==> src/rtl/mac_dot_sequencer_if.sv <==
// Handshake/bus bundle for mac_dot_sequencer.
//   Job control : start, len[3:0], abort          (host -> sequencer)
//   Operands    : in_valid, a[3:0], b[3:0]        (host -> sequencer)
//                 in_ready                        (sequencer -> host)
//   Result      : out_valid, result[11:0]         (sequencer -> consumer)
//                 out_ready                       (consumer -> sequencer)
//   Status      : busy, term_cnt[3:0]             (sequencer -> host)
// master = feeder/consumer side, slave = the sequencer.
interface mac_dot_sequencer_if;
  logic        start;
  logic [3:0]  len;
  logic        abort;
  logic        in_valid;
  logic        in_ready;
  logic [3:0]  a;
  logic [3:0]  b;
  logic        out_valid;
  logic        out_ready;
  logic [11:0] result;
  logic        busy;
  logic [3:0]  term_cnt;

  modport master (
    output start, len, abort, in_valid, a, b, out_ready,
    input  in_ready, out_valid, result, busy, term_cnt
  );

  modport slave (
    input  start, len, abort, in_valid, a, b, out_ready,
    output in_ready, out_valid, result, busy, term_cnt
  );
endinterface

==> src/rtl/mac_dot_sequencer.sv <==
// mac_dot_sequencer: sequences a 4x4 multiply-accumulate dot product of
// 1..16 operand pairs into a 12-bit accumulator.
//   clk  : rising-edge clock
//   rst  : asynchronous, active-high reset
//   bus  : mac_dot_sequencer_if.slave (job control, operand stream,
//          result stream, status)
// The product source is a single vedic_4x4 multiplier. All outputs come
// straight from registers; no input reaches an output combinationally.

// Vedic (Urdhva-Tiryagbhyam) 4x4 unsigned multiplier built from four 2x2
// partial products.
//   i_a, i_b : 4-bit unsigned operands
//   o_p      : 8-bit product
module vedic_4x4 (
  input  logic [3:0] i_a,
  input  logic [3:0] i_b,
  output logic [7:0] o_p
);
  function automatic logic [3:0] mul2(input logic [1:0] x, input logic [1:0] y);
    logic c;
    logic [3:0] q;
    q[0] = x[0] & y[0];
    q[1] = (x[1] & y[0]) ^ (x[0] & y[1]);
    c    = (x[1] & y[0]) & (x[0] & y[1]);
    q[2] = (x[1] & y[1]) ^ c;
    q[3] = (x[1] & y[1]) & c;
    return q;
  endfunction

  logic [3:0] w_ll;
  logic [3:0] w_hl;
  logic [3:0] w_lh;
  logic [3:0] w_hh;
  logic [4:0] w_mid;

  assign w_ll  = mul2(i_a[1:0], i_b[1:0]);
  assign w_hl  = mul2(i_a[3:2], i_b[1:0]);
  assign w_lh  = mul2(i_a[1:0], i_b[3:2]);
  assign w_hh  = mul2(i_a[3:2], i_b[3:2]);
  assign w_mid = {1'b0, w_hl} + {1'b0, w_lh};
  assign o_p   = {4'b0000, w_ll} + {1'b0, w_mid, 2'b00} + {w_hh, 4'b0000};
endmodule

module mac_dot_sequencer (
  input  logic                  clk,
  input  logic                  rst,
  mac_dot_sequencer_if.slave    bus
);
  typedef enum logic [1:0] {
    S_IDLE,
    S_RUN,
    S_DONE
  } state_t;

  state_t      r_state;
  logic [3:0]  r_len;
  logic [11:0] r_acc;
  logic [3:0]  r_cnt;
  logic        r_in_ready;
  logic        r_out_valid;
  logic        r_busy;
  logic [7:0]  w_prod;

  vedic_4x4 u_mul (
    .i_a (bus.a),
    .i_b (bus.b),
    .o_p (w_prod)
  );

  // 16 x 225 = 3600 < 4096, so the accumulator can never wrap.
  always_ff @(posedge clk or posedge rst) begin
    if (rst) begin
      r_state     <= S_IDLE;
      r_len       <= '0;
      r_acc       <= '0;
      r_cnt       <= '0;
      r_in_ready  <= 1'b0;
      r_out_valid <= 1'b0;
      r_busy      <= 1'b0;
    end else if (bus.abort) begin
      r_state     <= S_IDLE;
      r_acc       <= '0;
      r_cnt       <= '0;
      r_in_ready  <= 1'b0;
      r_out_valid <= 1'b0;
      r_busy      <= 1'b0;
    end else begin
      unique case (r_state)
        S_IDLE: begin
          if (bus.start) begin
            r_state    <= S_RUN;
            r_len      <= bus.len;
            r_acc      <= '0;
            r_cnt      <= '0;
            r_in_ready <= 1'b1;
            r_busy     <= 1'b1;
          end
        end
        S_RUN: begin
          // r_in_ready is high throughout RUN, so in_valid alone marks a beat.
          if (bus.in_valid && r_in_ready) begin
            r_acc <= r_acc + {4'b0000, w_prod};
            r_cnt <= r_cnt + 4'd1;
            // Count is taken before the increment: equality marks the last beat.
            if (r_cnt == r_len) begin
              r_state     <= S_DONE;
              r_in_ready  <= 1'b0;
              r_out_valid <= 1'b1;
            end
          end
        end
        S_DONE: begin
          if (bus.out_ready) begin
            r_state     <= S_IDLE;
            r_out_valid <= 1'b0;
            r_busy      <= 1'b0;
          end
        end
        default: begin
          r_state     <= S_IDLE;
          r_in_ready  <= 1'b0;
          r_out_valid <= 1'b0;
          r_busy      <= 1'b0;
        end
      endcase
    end
  end

  assign bus.in_ready  = r_in_ready;
  assign bus.out_valid = r_out_valid;
  assign bus.busy      = r_busy;
  assign bus.result    = r_acc;
  assign bus.term_cnt  = r_cnt;
endmodule
==> src/flat_wrapper.sv <==
// flat-port wrapper written by rule: the top's interface ports become plain ports
module mac_dot_sequencer_flat 
  (clk, rst, bus_start, bus_len, bus_abort, bus_in_valid, bus_a, bus_b, bus_out_ready, bus_in_ready, bus_out_valid, bus_result, bus_busy, bus_term_cnt);
  mac_dot_sequencer_if bus_i ();
  input  logic clk;
  input  logic rst;
  input wire logic [$bits(bus_i.start)-1:0] bus_start;
  input wire logic [$bits(bus_i.len)-1:0] bus_len;
  input wire logic [$bits(bus_i.abort)-1:0] bus_abort;
  input wire logic [$bits(bus_i.in_valid)-1:0] bus_in_valid;
  input wire logic [$bits(bus_i.a)-1:0] bus_a;
  input wire logic [$bits(bus_i.b)-1:0] bus_b;
  input wire logic [$bits(bus_i.out_ready)-1:0] bus_out_ready;
  output wire logic [$bits(bus_i.in_ready)-1:0] bus_in_ready;
  output wire logic [$bits(bus_i.out_valid)-1:0] bus_out_valid;
  output wire logic [$bits(bus_i.result)-1:0] bus_result;
  output wire logic [$bits(bus_i.busy)-1:0] bus_busy;
  output wire logic [$bits(bus_i.term_cnt)-1:0] bus_term_cnt;
  assign bus_i.start = bus_start;
  assign bus_i.len = bus_len;
  assign bus_i.abort = bus_abort;
  assign bus_i.in_valid = bus_in_valid;
  assign bus_i.a = bus_a;
  assign bus_i.b = bus_b;
  assign bus_i.out_ready = bus_out_ready;
  assign bus_in_ready = bus_i.in_ready;
  assign bus_out_valid = bus_i.out_valid;
  assign bus_result = bus_i.result;
  assign bus_busy = bus_i.busy;
  assign bus_term_cnt = bus_i.term_cnt;
  mac_dot_sequencer u_core (.clk(clk), .rst(rst), .bus(bus_i));
endmodule
==> config.mk <==
export PLATFORM = sky130hd
export DESIGN_NAME = mac_dot_sequencer_flat
export DESIGN_NICKNAME = d
export VERILOG_FILES = /design/src/rtl/mac_dot_sequencer_if.sv /design/src/rtl/mac_dot_sequencer.sv /design/src/flat_wrapper.sv
export SDC_FILE = /design/constraint.sdc
export NUM_CORES = 1
export LEC_CHECK = 0
export CORE_MARGIN = 10
export CORE_UTILIZATION = 30
export CTS_CLUSTER_DIAMETER = 30
export DETAILED_ROUTE_END_ITERATION = 7
export GPL_ROUTABILITY_DRIVEN = 0
export HOLD_SLACK_MARGIN = 0.02
export SLEW_MARGIN = 20
export SYNTH_ARGS = -nofsm -noshare
export SYNTH_HDL_FRONTEND = slang
export SYNTH_SLANG_ARGS = --single-unit
==> constraint.sdc <==
create_clock -name clk -period 5.7 [get_ports clk]
set_clock_uncertainty 0.05 [all_clocks]
set_input_delay 0.855 -clock clk [delete_from_list [all_inputs] [get_ports clk]]
set_output_delay 0.855 -clock clk [all_outputs]
set_load 0.03 [all_outputs]
======== After elaboration in Yosys (flattened, before gate mapping) ========
Index checks and enable logic that the tools add are counted.
operators by class
  mux-type cells .......................... 26
  reduce and logical (&&, ||, !) cells .... 9
  equality and inequality tests ........... 10
  bitwise gates (word level) .............. 33
  add/sub/neg operators ................... 5
operator list
  operator                                                                count
  12-bit 2-to-1 mux                                                       3
  1-bit bitwise AND                                                       24
  12-bit case mux with 2 select lines                                     1
  12-bit by 8-bit adder with 12-bit output                                1
  4-bit 2-to-1 mux                                                        3
  4-bit AND reduction                                                     3
  2-bit 2-to-1 mux                                                        5
  1-bit 2-to-1 mux                                                        9
  1-bit case mux with 3 select lines                                      3
  3-bit AND reduction                                                     3
  4-bit by 7-bit adder with 8-bit output                                  1
  8-bit adder                                                             1
  4-bit case mux with 2 select lines                                      1
  1-bit XOR                                                               8
  2-bit != test (second input constant)                                   3
  3-bit by 2-bit != test with 1-bit output (second input constant)        2
  3-bit != test (second input constant)                                   2
  2-bit case mux with 3 select lines                                      1
  4-bit by 4-bit adder with 5-bit output                                  1
  4-bit by 1-bit adder with 4-bit output (second input constant)          1
  4-bit equality test                                                     1
  3-bit nonzero test                                                      1
  2-bit by 1-bit equality test with 1-bit output (second input constant)  1
  2-bit equality test (second input constant)                             1
  other kinds (3)                                                         3
storage, ports and cells
  output and inout bits ................... 19
  register bits after elaboration ......... 25
  logic and storage cells ................. 90
  input bits .............................. 18

======== Longest topological paths before layout ========
  depth in word-level cells ............... 10
  depth in mapped cells ................... 17
  gate-level depth less buffers ........... 17

======== By module ========
Synthesis repeated with hierarchy kept, for this count alone.
unflattened totals
  cells, all modules ...................... 205
  area total of the unflattened synthesis .. 2062.0 um^2
modules (own cells, without submodules)
  module             sequential area each (um^2)  area an instance (um^2)  instances  cells each
  mac_dot_sequencer  625.6                        1550.2                   1          147
  vedic_4x4          0.0                          511.7                    1          58

======== Worst setup path after synthesis ========
OpenSTA, ideal clock, no wires.
  path type ............................... input-to-reg
  start point ............................. input port bus_b[0]
  end point ............................... register u_core.r_acc[10], in the netlist u_core.bus.result[10]
  data required time ...................... 5.510 ns
  stages .................................. 16
  arrival ................................. 3.886 ns
  slack ................................... 1.623 ns
  buffers on the path ..................... 0
  library setup time ...................... 0.140 ns
  cells stage by stage .................... and2_1 > ha_1 > ha_1 > ha_1 > xor2_1 > ha_1 > a21oi_1 > o21bai_1 > a21oi_1 > xnor2_1 > ha_1 > a21o_1 > a31o_1 > o2111ai_1 > xor2_1 > nor2_1
on the way
  cells in the longest elaborated chain, start to end .. 10
  elaborated cells between the ends (all ways) .. 19
  classes of those cells .................. add/sub: 4; mux: 3; bitwise: 12
ends and longest elaborated chain
  what                                            line                                              source
  start: declaration                              flat_wrapper.sv:12                                input wire logic [$bits(bus_i.b)-1:0] bus_b;
  1-bit bitwise AND                               mac_dot_sequencer.sv:23, mac_dot_sequencer.sv:24
  1-bit bitwise AND                               mac_dot_sequencer.sv:24                           c = (x[1] & y[0]) & (x[0] & y[1]);
  1-bit XOR or 1-bit bitwise AND (tied branches)  mac_dot_sequencer.sv:25, mac_dot_sequencer.sv:26
  4-bit by 4-bit adder with 5-bit output          mac_dot_sequencer.sv:40                           assign w_mid = {1'b0, w_hl} + {1'b0, w_lh};
  4-bit by 7-bit adder with 8-bit output *        mac_dot_sequencer.sv:41                           assign o_p = {4'b0000, w_ll} + {1'b0, w_mid, 2'b00} + {w_hh, 4'b0000};
  8-bit adder *                                   mac_dot_sequencer.sv:41
  12-bit by 8-bit adder with 12-bit output *      mac_dot_sequencer.sv:102                          r_acc <= r_acc + {4'b0000, w_prod};
  12-bit 2-to-1 mux *                             mac_dot_sequencer.sv:101                          if (bus.in_valid && r_in_ready) begin
  12-bit case mux with 2 select lines *           mac_dot_sequencer.sv:88                           unique case (r_state)
  12-bit 2-to-1 mux *                             mac_dot_sequencer.sv:80                           end else if (bus.abort) begin
  end signal: assignment                          mac_dot_sequencer.sv:102
  end: declaration                                mac_dot_sequencer.sv:57                           logic [11:0] r_acc;
Mark *: on every way between the ends. The rest lies on a longest branch, timed or not. The select of a mux whose other input is x is not followed.
A chain may end at the register's enable or synchronous reset.

======== Worst setup path in the final report ========
Same ends and word-level chain as after synthesis.

==> metrics.txt <==
# TYPE chip_impl_metric gauge
chip_impl_info{name="run_status",value="complete, no violations"} 1
chip_impl_metric{name="critical_path_peak_fanout",unit=""} 4
chip_impl_metric{name="path_clk_slew",unit="ns"} 0.09
chip_impl_metric{name="synth_edf_count",unit=""} 0
chip_impl_metric{name="clock_path_buffers",unit=""} 2
chip_impl_info{name="startpoint_type",value="input port"} 1
chip_impl_metric{name="ctsHtreeMaxLevel",unit=""} 1
chip_impl_metric{name="synth_nets",unit=""} 247
chip_impl_metric{name="dp_hpwl",unit="um"} 3500
chip_impl_metric{name="ios",unit=""} 37
chip_impl_info{name="netlist_top_cells_area",value="dfrtp_1 (32%), ha_1 (17%), and2_1 (5.4%), xnor2_1 (5.4%), a21oi_1 (4.1%)"} 1
chip_impl_metric{name="postSynthRegisterBits",unit=""} 25
chip_impl_info{name="crit_path_end_kind",value="flop"} 1
chip_impl_metric{name="detail_route.drc_violations",unit=""} 0
chip_impl_metric{name="postSynth.asyncResetShare",unit="%"} 100
chip_impl_metric{name="worstPathRequired",unit="ns"} 5.79
chip_impl_metric{name="setup_viol",unit=""} 0
chip_impl_info{name="yosys-top-cells-count",value="ha_1 (27), dfrtp_1 (25), and2_1 (17)"} 1
chip_impl_info{name="critPathKind",value="in2reg"} 1
chip_impl_info{name="cpMaxStageDelayCell",value="clkdlybuf4s50_1"} 1
chip_impl_metric{name="worstPathArrival",unit="ns"} 4.60
chip_impl_metric{name="synth.lib_cells_used.distinct",unit=""} 37
chip_impl_metric{name="fill_cells",unit=""} 613
chip_impl_metric{name="hold_violations",unit=""} 0
chip_impl_metric{name="route.detailed.vias_per_inst",unit=""} 4.90
chip_impl_metric{name="final_period_minus_worst_setup_slack",unit="ns"} 4.52
chip_impl_metric{name="syn_area_per_cell",unit="sq um"} 9.86
chip_impl_info{name="critical_path.startpoint",value="bus_b[0]"} 1
chip_impl_metric{name="insertion_delay",unit="ns"} 0.27
chip_impl_metric{name="gr-total-overflow",unit=""} 0
chip_impl_metric{name="port-buffer-count",unit=""} 36
chip_impl_info{name="critical_path.cell_chain",value="clkdlybuf4s50_1 -> and2_1 -> ha_1 -> ha_1 -> ha_1 -> xor2_1 -> ha_1 -> a21oi_1 -> o21bai_1 -> a21oi_1 -> xnor2_1 -> ha_1 -> a21o_1 -> a31o_1 -> o2111ai_1 -> xor2_1 -> nor2_1"} 1
chip_impl_metric{name="overall_die_height",unit="um"} 101
chip_impl_metric{name="cts_setup_buffers",unit=""} 0
chip_impl_metric{name="drt-total-wl",unit="um"} 4260
chip_impl_metric{name="first_global_vias",unit=""} 1528
chip_impl_metric{name="drv_slew",unit=""} 0
chip_impl_metric{name="timing.setup.tns",unit="ns"} 0
chip_impl_metric{name="grt_first_pass_wirelength",unit="um"} 7250
chip_impl_metric{name="synth_sequential_area_ratio",unit="%"} 31.9
chip_impl_metric{name="wl_per_cell",unit="um"} 13.6
chip_impl_metric{name="coreArea",unit="sq um"} 6350
chip_impl_metric{name="share_of_yosys_cell_area_claimed_by_the_top_area_cell_type",unit="%"} 31.9
chip_impl_info{name="clk_root_buffer_cell",value="clkbuf_8"} 1
chip_impl_metric{name="grt_max_degree",unit=""} 26
chip_impl_metric{name="worst-r2r-setup-slack",unit="ns"} 3.54
chip_impl_info{name="min-delay-path-class",value="reg2reg"} 1
chip_impl_info{name="post-synth-top-count-cell",value="ha_1"} 1
chip_impl_info{name="crit_top_cell",value="ha_1"} 1
chip_impl_metric{name="hold_buffers",unit=""} 0
chip_impl_metric{name="synthCells",unit=""} 199
chip_impl_metric{name="worstMarginPinSlew",unit="ns"} 0.920
chip_impl_info{name="rr_endpoint",value="u_core.bus.result[10]"} 1
chip_impl_info{name="synth_top_cell_by_area",value="dfrtp_1"} 1
chip_impl_metric{name="die-width",unit="um"} 101
chip_impl_metric{name="die-area",unit="sq um"} 10200
chip_impl_metric{name="final_net_count",unit=""} 285
chip_impl_metric{name="antenna_found_initial",unit=""} 0
chip_impl_metric{name="yosys_warnings",unit=""} 0
chip_impl_metric{name="vdd.ir_drop.worst",unit="mV"} 0.0906
chip_impl_metric{name="area_delta_synth_final",unit="%"} 24.9
chip_impl_metric{name="track_usage",unit="%"} 8.48
chip_impl_info{name="synth_top_flop_cell",value="dfrtp_1"} 1
chip_impl_metric{name="cts_num_sinks",unit=""} 25
chip_impl_metric{name="static-leakage-power",unit="nW"} 1.15
chip_impl_metric{name="route.vias.total",unit=""} 1535
chip_impl_metric{name="power-per-cell-area",unit="nW/um^2"} 181
chip_impl_metric{name="drive_gt1_share",unit="%"} 5.93
chip_impl_metric{name="initial_utilization",unit="%"} 30.9
chip_impl_metric{name="placement_rows",unit=""} 29
chip_impl_metric{name="timing.final.crit_share",unit="%"} 79.2
chip_impl_metric{name="detail_route.first_pass.iterations",unit=""} 4
chip_impl_metric{name="syn_area",unit="sq um"} 1960
chip_impl_metric{name="setup_ws",unit="ns"} 1.18
chip_impl_metric{name="max_stage_delay",unit="ns"} 0.46
chip_impl_metric{name="fmax",unit="GHz"} 0.221
chip_impl_metric{name="worst-r2r-cell-count",unit=""} 8
chip_impl_info{name="grt_setup_unrepaired",value="no"} 1
chip_impl_metric{name="slew-limit-headroom",unit="%"} 38.6
chip_impl_metric{name="post-place-ws",unit="ns"} 0.909
chip_impl_metric{name="drt-initial-drc-count",unit=""} 56
chip_impl_metric{name="cts.repair.resized",unit=""} 0
chip_impl_metric{name="holdPathStages",unit=""} 1
chip_impl_metric{name="max_cap_violations",unit=""} 0
chip_impl_metric{name="detail-route-antenna-nets",unit=""} 0
chip_impl_metric{name="antennaDiodeCount",unit=""} 0
chip_impl_info{name="worstReg2RegStart",value="u_core.bus.result[0]"} 1
chip_impl_info{name="cts_tree",value="done"} 1
chip_impl_info{name="worstSetupEndpoint",value="u_core.bus.result[10]"} 1
chip_impl_metric{name="cts_buffers",unit=""} 3
## placed cells by master (no fill, tap or decap), types with 2 or more instances in the layout
| cell type | netlist | final |
|---|---|---|
| o21ai_0 | 6 | 6 |
| dfrtp_1 | 25 | 25 |
| clkbuf_8 | 0 | 3 |
| nor3_2 | 2 | 2 |
| a21oi_1 | 16 | 16 |
| nor2_1 | 12 | 12 |
| a22o_1 | 7 | 7 |
| fa_1 | 3 | 3 |
| xor2_1 | 7 | 7 |
| ha_1 | 27 | 27 |
| xnor2_1 | 12 | 12 |
| o211ai_1 | 2 | 2 |
| and2_1 | 17 | 17 |
| nand2_1 | 7 | 7 |
| or3_1 | 2 | 2 |
| mux2_2 | 5 | 5 |
| inv_1 | 12 | 12 |
| clkdlybuf4s50_1 | 0 | 36 |
| a211oi_1 | 2 | 2 |
| nand4_1 | 4 | 4 |
| a21o_1 | 8 | 8 |
| nand2b_1 | 5 | 5 |
## sequential cells by signal, indices dropped and copies added, names as in the netlist
name	flops
u_core.bus.result	12
u_core.bus.term_cnt	4
u_core.r_len	4
u_core.r_state	2
u_core.bus.busy	1
u_core.bus.in_ready	1
u_core.bus.out_valid	1
## critical path: cells and delay by family
kind	cells	cell delay (ns)
adder cells (fa/ha/maj)	5	1.46
AND/OR/NAND/NOR	2	0.24
XOR/XNOR	3	0.53
buffers and inverters	1	0.46
AO/OA/AOI/OAI	6	1.08
## power by group
| part | total (W) | internal [W] | switching [W] |
|---|---|---|---|
| Clock | 0.000105 | 0.0000490 | 0.0000562 |
| Combinational | 0.000144 | 0.0000688 | 0.0000750 |
| Sequential | 0.000194 | 0.000186 | 0.00000799 |
| Total | 0.000443 | 0.000304 | 0.000139 |
## through the flow
stage                     util, %  power (W)  instance area, sq um  hold slack, ns  std cells
after global routing         38.6   0.000474                  2450           0.513        313
final                        38.6   0.000443                  2450           0.491        313
after CTS                    38.6   0.000450                  2450           0.494        313
after floorplan                 -   0.000302                  1960           0.452        199
after detailed placement     37.9   0.000343                  2410           0.468        309
after global placement       37.9   0.000342                  2410           0.463        309
## area by class of cell
class | instances | area (sq um) | share of cell area (%)
clock inverter | 1 | 5.00 | 0.204
multi-input combinational | 158 | 1270 | 52.0
clock buffer | 3 | 41.3 | 1.68
sequential | 25 | 626 | 25.5
timing repair buffer | 36 | 360 | 14.7
tap | 77 | 96.3 | 3.93
inverter | 13 | 48.8 | 1.99
## layer usage
metal	vias to the layer above	GRT usage, %	wire [um]
met2	13	13.6	2030
met5	-	0	0
li1	788	-	-
met3	5	1.99	155
met4	0	1.93	36
met1	729	11.2	2040
## logic make-up after synthesis
group / after synthesis / share of synthesized area [%]
AND/OR/NAND/NOR: 53 / 15.0
XOR/XNOR: 19 / 8.48
adder cells (fa/ha/maj): 30 / 20.3
flip-flops: 25 / 31.9
AO/OA/AOI/OAI: 51 / 18.4
buffers and inverters: 16 / 3.19
multiplexers: 5 / 2.87
## worst min path at each step
stage,start,endpoint
floorplan,u_core.r_len[0],u_core.r_len[0]
global placement,u_core.r_len[0],u_core.r_len[0]
detailed placement,u_core.r_len[3],u_core.r_len[3]
CTS,u_core.r_len[2],u_core.r_len[2]
global route,u_core.r_len[0],u_core.r_len[0]
finish,u_core.r_len[3],u_core.r_len[3]
(Power assumes the default switching activity.)
